## config.mk

```make
export PLATFORM = sky130hd
export DESIGN_NAME = lsu_stage
export DESIGN_NICKNAME = d
export VERILOG_FILES = /design/src/rtl/lsu_stage.sv
export SDC_FILE = /design/constraint.sdc
export NUM_CORES = 1
export LEC_CHECK = 0
export ABC_AREA = 1
export ABC_CLOCK_PERIOD_IN_PS = 1900
export CAP_MARGIN = 20
export CORE_AREA = 2 2 137 153
export CTS_CLUSTER_DIAMETER = 150
export CTS_CLUSTER_SIZE = 30
export DETAILED_ROUTE_END_ITERATION = 16
export DIE_AREA = 0 0 139 155
export REMOVE_ABC_BUFFERS = 1
export SETUP_SLACK_MARGIN = 0.3
export SYNTH_ARGS = -nofsm -noshare
export SYNTH_HDL_FRONTEND = slang
export SYNTH_SLANG_ARGS = --single-unit
```

## constraint.sdc

```tcl
create_clock -name clk -period 1.9 [get_ports clk]
set_clock_uncertainty 0.2 [all_clocks]
set_input_delay 0.38 -clock clk [delete_from_list [all_inputs] [get_ports clk]]
set_output_delay 0.38 -clock clk [all_outputs]
set_load 0.005 [all_outputs]
```

## src/rtl/lsu_stage.sv

```systemverilog
// lsu_stage: load/store stage between execute and writeback; issues one dmem request
// per memory op and waits for dmem_ready under a timeout. Build macro: LSU_MISALIGN_TRAP_EN.
module lsu_stage #(
    parameter int WIDTH   = 32,
    parameter int TIMEOUT = 255
) (
    input  logic             clk,
    input  logic             rst,
    input  logic [WIDTH-1:0] alu_result,
    input  logic [WIDTH-1:0] Rd2_exe2lsu,
    input  logic [1:0]       Memtoreg_exe2lsu,
    input  logic [2:0]       Ld_cntr_exe2lsu,
    input  logic [1:0]       St_cntr_exe2lsu,
    input  logic             RegW_exe2lsu,
    input  logic [4:0]       wr_addr_exe2lsu,
    output logic             dmem_req,
    output logic             dmem_we,
    output logic [WIDTH-1:0] dmem_addr,
    output logic [WIDTH-1:0] dmem_wdata,
    output logic [3:0]       dmem_be,
    input  logic             dmem_ready,
    input  logic [WIDTH-1:0] dmem_rdata,
    output logic [WIDTH-1:0] wb_data,
    output logic             wb_regw,
    output logic [4:0]       wb_addr,
    output logic             lsu_stall,
    output logic             bus_err,
    output logic             misalign
);
    // dmem handshake: dmem_req and its addr/we/be/wdata stay frozen from issue until the
    // first edge that samples dmem_ready=1; that edge completes the transfer and drops req.
    // dmem_ready outside WAIT carries no meaning and is ignored.
    typedef enum logic {IDLE, WAIT} state_t;

    state_t           state, state_n;
    logic [7:0]       wait_cnt;
    logic             is_load, mem_op, is_byte, is_half, is_word, trap, timeout_hit;
    logic [1:0]       off;
    logic [3:0]       be;
    logic [WIDTH-1:0] wdata, load_val;
    logic [7:0]       lane_b;
    logic [15:0]      lane_h;

    logic [2:0]       lat_ld;
    logic [1:0]       lat_off, lat_mtr;
    logic             lat_regw, lat_load;
    logic [4:0]       lat_wr;
    logic [WIDTH-1:0] lat_addr;

    always_comb begin
        is_load = (Ld_cntr_exe2lsu >= 3'b001) && (Ld_cntr_exe2lsu <= 3'b101);
        mem_op  = is_load || (St_cntr_exe2lsu != 2'b00);
        is_byte = is_load ? (Ld_cntr_exe2lsu == 3'b001 || Ld_cntr_exe2lsu == 3'b100)
                          : (St_cntr_exe2lsu == 2'b01);
        is_half = is_load ? (Ld_cntr_exe2lsu == 3'b010 || Ld_cntr_exe2lsu == 3'b101)
                          : (St_cntr_exe2lsu == 2'b10);
        is_word = !is_byte && !is_half;
`ifdef LSU_MISALIGN_TRAP_EN
        trap = mem_op && ((is_half && alu_result[0]) || (is_word && alu_result[1:0] != 2'b00));
        off  = alu_result[1:0];
`else
        // Misaligned halfwords/words silently round down to their natural boundary.
        trap = 1'b0;
        off  = is_half ? {alu_result[1], 1'b0} : (is_word ? 2'b00 : alu_result[1:0]);
`endif
        if (is_load)      be = 4'b1111;
        else if (is_byte) be = 4'b0001 << off;
        else if (is_half) be = 4'b0011 << off;
        else              be = 4'b1111;
        if (is_load)      wdata = '0;
        else if (is_byte) wdata = {4{Rd2_exe2lsu[7:0]}};
        else if (is_half) wdata = {2{Rd2_exe2lsu[15:0]}};
        else              wdata = Rd2_exe2lsu;
    end

    always_comb begin
        lane_b = dmem_rdata[{lat_off, 3'b000} +: 8];
        lane_h = dmem_rdata[{lat_off[1], 4'b0000} +: 16];
        case (lat_ld)
            3'b001:  load_val = {{24{lane_b[7]}}, lane_b};
            3'b010:  load_val = {{16{lane_h[15]}}, lane_h};
            3'b100:  load_val = {24'd0, lane_b};
            3'b101:  load_val = {16'd0, lane_h};
            default: load_val = dmem_rdata;
        endcase
    end

    assign timeout_hit = (wait_cnt == 8'(TIMEOUT - 1));

    always_ff @(posedge clk) begin
        if (rst) state <= IDLE;
        else     state <= state_n;
    end

    always_comb begin
        state_n   = state;
        lsu_stall = 1'b0;
        case (state)
            IDLE: begin
                if (mem_op && !trap) begin
                    state_n   = WAIT;
                    lsu_stall = 1'b1;
                end
            end
            WAIT: begin
                lsu_stall = 1'b1;
                if (dmem_ready || timeout_hit) state_n = IDLE;
            end
            default: state_n = IDLE;
        endcase
    end

    always_ff @(posedge clk) begin
        if (rst) begin
            dmem_req   <= 1'b0;
            dmem_we    <= 1'b0;
            dmem_addr  <= '0;
            dmem_wdata <= '0;
            dmem_be    <= '0;
            wb_data    <= '0;
            wb_regw    <= 1'b0;
            wb_addr    <= '0;
            bus_err    <= 1'b0;
            wait_cnt   <= '0;
            lat_ld     <= '0;
            lat_off    <= '0;
            lat_mtr    <= '0;
            lat_regw   <= 1'b0;
            lat_load   <= 1'b0;
            lat_wr     <= '0;
            lat_addr   <= '0;
`ifdef LSU_MISALIGN_TRAP_EN
            misalign   <= 1'b0;
`endif
        end else begin
            bus_err <= 1'b0;
`ifdef LSU_MISALIGN_TRAP_EN
            misalign <= 1'b0;
`endif
            case (state)
                IDLE: begin
                    if (trap) begin
`ifdef LSU_MISALIGN_TRAP_EN
                        misalign <= 1'b1;
`endif
                        wb_regw <= 1'b0;
                    end else if (mem_op) begin
                        dmem_req   <= 1'b1;
                        dmem_we    <= !is_load;
                        dmem_addr  <= {alu_result[WIDTH-1:2], 2'b00};
                        dmem_be    <= be;
                        dmem_wdata <= wdata;
                        lat_ld     <= is_load ? Ld_cntr_exe2lsu : 3'b000;
                        lat_off    <= off;
                        lat_mtr    <= Memtoreg_exe2lsu;
                        lat_regw   <= RegW_exe2lsu;
                        lat_load   <= is_load;
                        lat_wr     <= wr_addr_exe2lsu;
                        lat_addr   <= alu_result;
                        wb_regw    <= 1'b0;
                        wait_cnt   <= '0;
                    end else begin
                        wb_data <= alu_result;
                        wb_regw <= RegW_exe2lsu;
                        wb_addr <= wr_addr_exe2lsu;
                    end
                end
                WAIT: begin
                    if (dmem_ready) begin
                        dmem_req <= 1'b0;
                        wb_regw  <= lat_regw && lat_load;
                        wb_addr  <= lat_wr;
                        wb_data  <= (lat_mtr == 2'b01) ? load_val : lat_addr;
                    end else if (timeout_hit) begin
                        dmem_req <= 1'b0;
                        bus_err  <= 1'b1;
                        wb_regw  <= 1'b0;
                    end else begin
                        wait_cnt <= wait_cnt + 8'd1;
                    end
                end
                default: ;
            endcase
        end
    end

`ifndef LSU_MISALIGN_TRAP_EN
    assign misalign = 1'b0;
`endif

endmodule

```

==> flow_summary.ini <==
[floorplanning]
initial_utilization_pct = 34.4
placementRows = 55
chipWidth_um = 139
io-pin-count = 223
area_of_the_die_um2 = 21500
core_area_um2 = 20100
fp.dieH_um = 155

[worst_setup_path]
cp_cell_sequence = buf_12 > nand3_4 > nand2_8 > buf_12 > clkbuf_16 > nand2_1 > nand2_1 > nand2_1 > nand2_1 > nand3_1 > nand2_1 > nand2_1 > a21oi_1
dominant_cell_type_by_count_on_the_critical_path = nand2_1
worstPathRequired_ps = 2060
timing.critical_path.slowest_cell_delay_ps = 400
worst-endpoint-arrival_ps = 1890
timing.critical_path.fanout_max = 5
worst_path_max_delay_cell = dfxtp_4
setup.worst_path.end_class = flop
critPathKind = flop to flop
nature_of_the_critical_path_startpoint = flop

[sta]
timing_max_transition_violations_final = 0
worst_slack_ps = 164
timing.final.hold_violations = 0
setup_repair_after_global_routing_missed_its_margin = true
layout_worst_path_cycle_share_pct = 91.3
final-setup-viol-count = 0
final.setup.tns_ps = 0
worst_slack_on_hold_paths_ps = 175
period_needed_ps = 1740
max_freq_ghz = 0.576

[finish]
fillerInstances = 1955
area_delta_synth_final_pct = 59.4
drive_gt1_share_pct = 26.9
fin_area_um2 = 11000
design.final.nets = 1437

[yosys]
postSynthCellCount = 1057
synth.yosys.seq_area_share_pct = 38.2
postSynth.asyncResetShare_pct = 0
synth_edf_count = 0
synth_area_per_cell_um2 = 6.54
area_of_the_mapped_netlist_um2 = 6910
synth-main-ff-cell = dfxtp_1
ys.warnings.count = 0
ys_ff_latch = 132
ys_types = 37

[clock_network]
root_buffer_cell = clkbuf_16
h-tree-depth = 4
post_cts_hold_buffer_count = 0
tritoncts_num_sinks = 132
ctsLongestPathBuffers = 2
clk_pin_slew_worst_paths_ps = 60
cts_tree = yes
tritoncts.num_buffers = 17
worstSkewPairLatency_ps = 420

[grt]
gr-usage-all-layers_pct = 22.7
globalRouteOverflowTotal = 0
gr-usage-met1_pct = 28.3
antenna_violations_before_repair = 1
grt_busiest_layer = met2
met3_usage_pct = 6.65
grtUsageMet2_pct = 38.5
first_global_vias = 7450
first_pass_grt_wire_length_um = 39100
largest_net_degree_at_the_start_of_global_routing = 49

[drt]
route.vias.total = 7817
detailed_route_iter0_violations = 495
routed_wire_length_per_instance_um = 15.8
detail-route-antenna-nets = 0
drt-total-wl_um = 25200
viasPerCell = 4.91
drc_errors = 0
detail_route.first_pass.iterations = 5

[power_and_ir_drop]
p_sw_w = 0.00263
power_report.internal_total_w = 0.00596
power_density_nw_per_um2 = 780
combinationalPowerShare_pct = 25.4
seqPwrFrac_pct = 36.6
ir_worst_vdd_mv = 0.616
power.static_leakage_nw = 5.10
clock_power_share_pct = 38.0
p_sw_share_pct = 30.6

[status]
outcome = completed

[placed_design]
gp_congestion = 0.887
place.detailed.hpwl_um = 17500
port_buffers = 219
dp_slack_ps = -647
placed_area_um2 = 9520

[run]
max_cap_violations = 0

[worst_hold_path]
hold_class = input port to flop
-- cells by family after synthesis --
kind of cell / share of synthesized area [%]
adders and majority gates: 0.362
and+or+nand+nor: 32.7
buffers and inverters: 12.5
AOI/OAI and AO/OA: 15.9
DFF: 38.2
xor gates and xnor gates: 0.254
other: 0.0543
-- final timing paths --
| path | from | endpoint | slack, ps | depth (start not counted) |
|---|---|---|---|---|
| worst max-delay path | lat_ld[0]$_SDFFE_PP0P_ | wb_data[2]$_SDFFE_PP0P_ | 160 | 13 |
| worst min-delay path | Ld_cntr_exe2lsu[2] | lat_ld[2]$_SDFFE_PP0P_ | 170 | 4 |
| worst max register to register | lat_ld[0]$_SDFFE_PP0P_ | wb_data[2]$_SDFFE_PP0P_ | 160 | 13 |
| worst min register to register | dmem_wdata[31]$_SDFFE_PP0P_ | dmem_wdata[31]$_SDFFE_PP0P_ | 250 | 2 |
-- worst max-delay path, delay by kind of cell, from the launching register on --
family / cells / cell delay [ps]
AND/OR/NAND/NOR: 9 / 600
AO/OA/AOI/OAI: 1 / 110
flip-flops: 1 / 400
buffers and inverters: 3 / 370
-- sequential cells by signal (all words and copies together) (netlist names), 3 cells and up --
name,cells
dmem_be,4
dmem_wdata,32
lat_addr,32
lat_ld,3
lat_wr,5
wait_cnt,8
wb_addr,5
wb_data,32
-- Yosys cell counts, types with 2 or more instances --
cell,count,share of area [%]
nand2_1,405,22
dfxtp_1,132,38
nand3_1,78,5.6
o21ai_0,78,5.6
inv_1,71,3.9
a21oi_1,68,4.9
buf_4,42,4.6
nor2_1,41,2.2
clkbuf_1,25,1.4
o21ai_1,23,1.7
buf_2,19,1.4
o211ai_1,15,1.6
a31oi_1,6,0.54
inv_2,6,0.33
o22ai_1,6,0.54
buf_6,5,0.81
nand2_4,5,0.81
nand4_1,5,0.45
nand2_2,4,0.36
ha_1,2,0.36
nand3_2,2,0.29
o21ai_2,2,0.25
o21bai_1,2,0.22
xor2_1,2,0.25
-- power by group through the flow --
stage	Clock [W]	Sequential [W]	Combinational (W)
3_3_place_gp	0	0.00318	0.00192
6_report	0.00326	0.00314	0.00218
4_1_cts	0.00333	0.00313	0.00205
3_5_place_dp	0	0.00318	0.00193
2_1_floorplan	0	0.00318	0.000746
5_1_grt	0.00347	0.00317	0.00238
-- metrics by stage --
stage	power (W)	utilization, %	cells
floorplan	0.00393	-	968
global placement	0.00510	47.4	1507
detailed placement	0.00511	47.4	1507
CTS	0.00852	52.9	1573
global route	0.00902	54.8	1593
finish	0.00859	54.8	1593
-- what timing repair did --
action,in CTS,in global routing
resized for setup,309,170
pin swaps,16,41
buffers inserted,27,17
endpoints found under the setup margin,238,205
cloned,7,2
-- routing by layer --
metal / vias to the layer above / routed length, um
met1: 3627 / 10900
met5: - / 0
met4: 0 / 422
met2: 253 / 12000
met3: 27 / 1860
li1: 3910 / -
-- cell type report --
| class | count | area, um^2 | area share, % |
|---|---|---|---|
| Timing Repair Buffer | 335 | 3300 | 29.9 |
| Antenna cell | 1 | 2.50 | 0.0227 |
| Inverter | 79 | 339 | 3.08 |
| Clock buffer | 18 | 439 | 3.99 |
| Multi-Input combinational cell | 758 | 3710 | 33.7 |
| Sequential cell | 132 | 2760 | 25.0 |
| Clock inverter | 14 | 145 | 1.32 |
| Tap cell | 256 | 320 | 2.91 |
-- cell usage in the layout (no fill, tap or decap), types with 8 or more instances in the layout --
cell	n
inv_1	61
nand2_4	13
nand2_2	30
dlygate4sd2_1	18
clkbuf_16	19
buf_12	16
a21oi_1	64
inv_4	8
nand3_1	73
nand2_1	370
clkdlybuf4s15_1	67
nor2_1	32
nor2_2	9
o211ai_1	15
clkdlybuf4s50_1	102
clkbuf_2	20
dfxtp_2	81
buf_6	13
dfxtp_1	47
buf_4	82
o21ai_0	74
o21ai_1	25
Note: power is estimated with default switching activity, not from simulation.
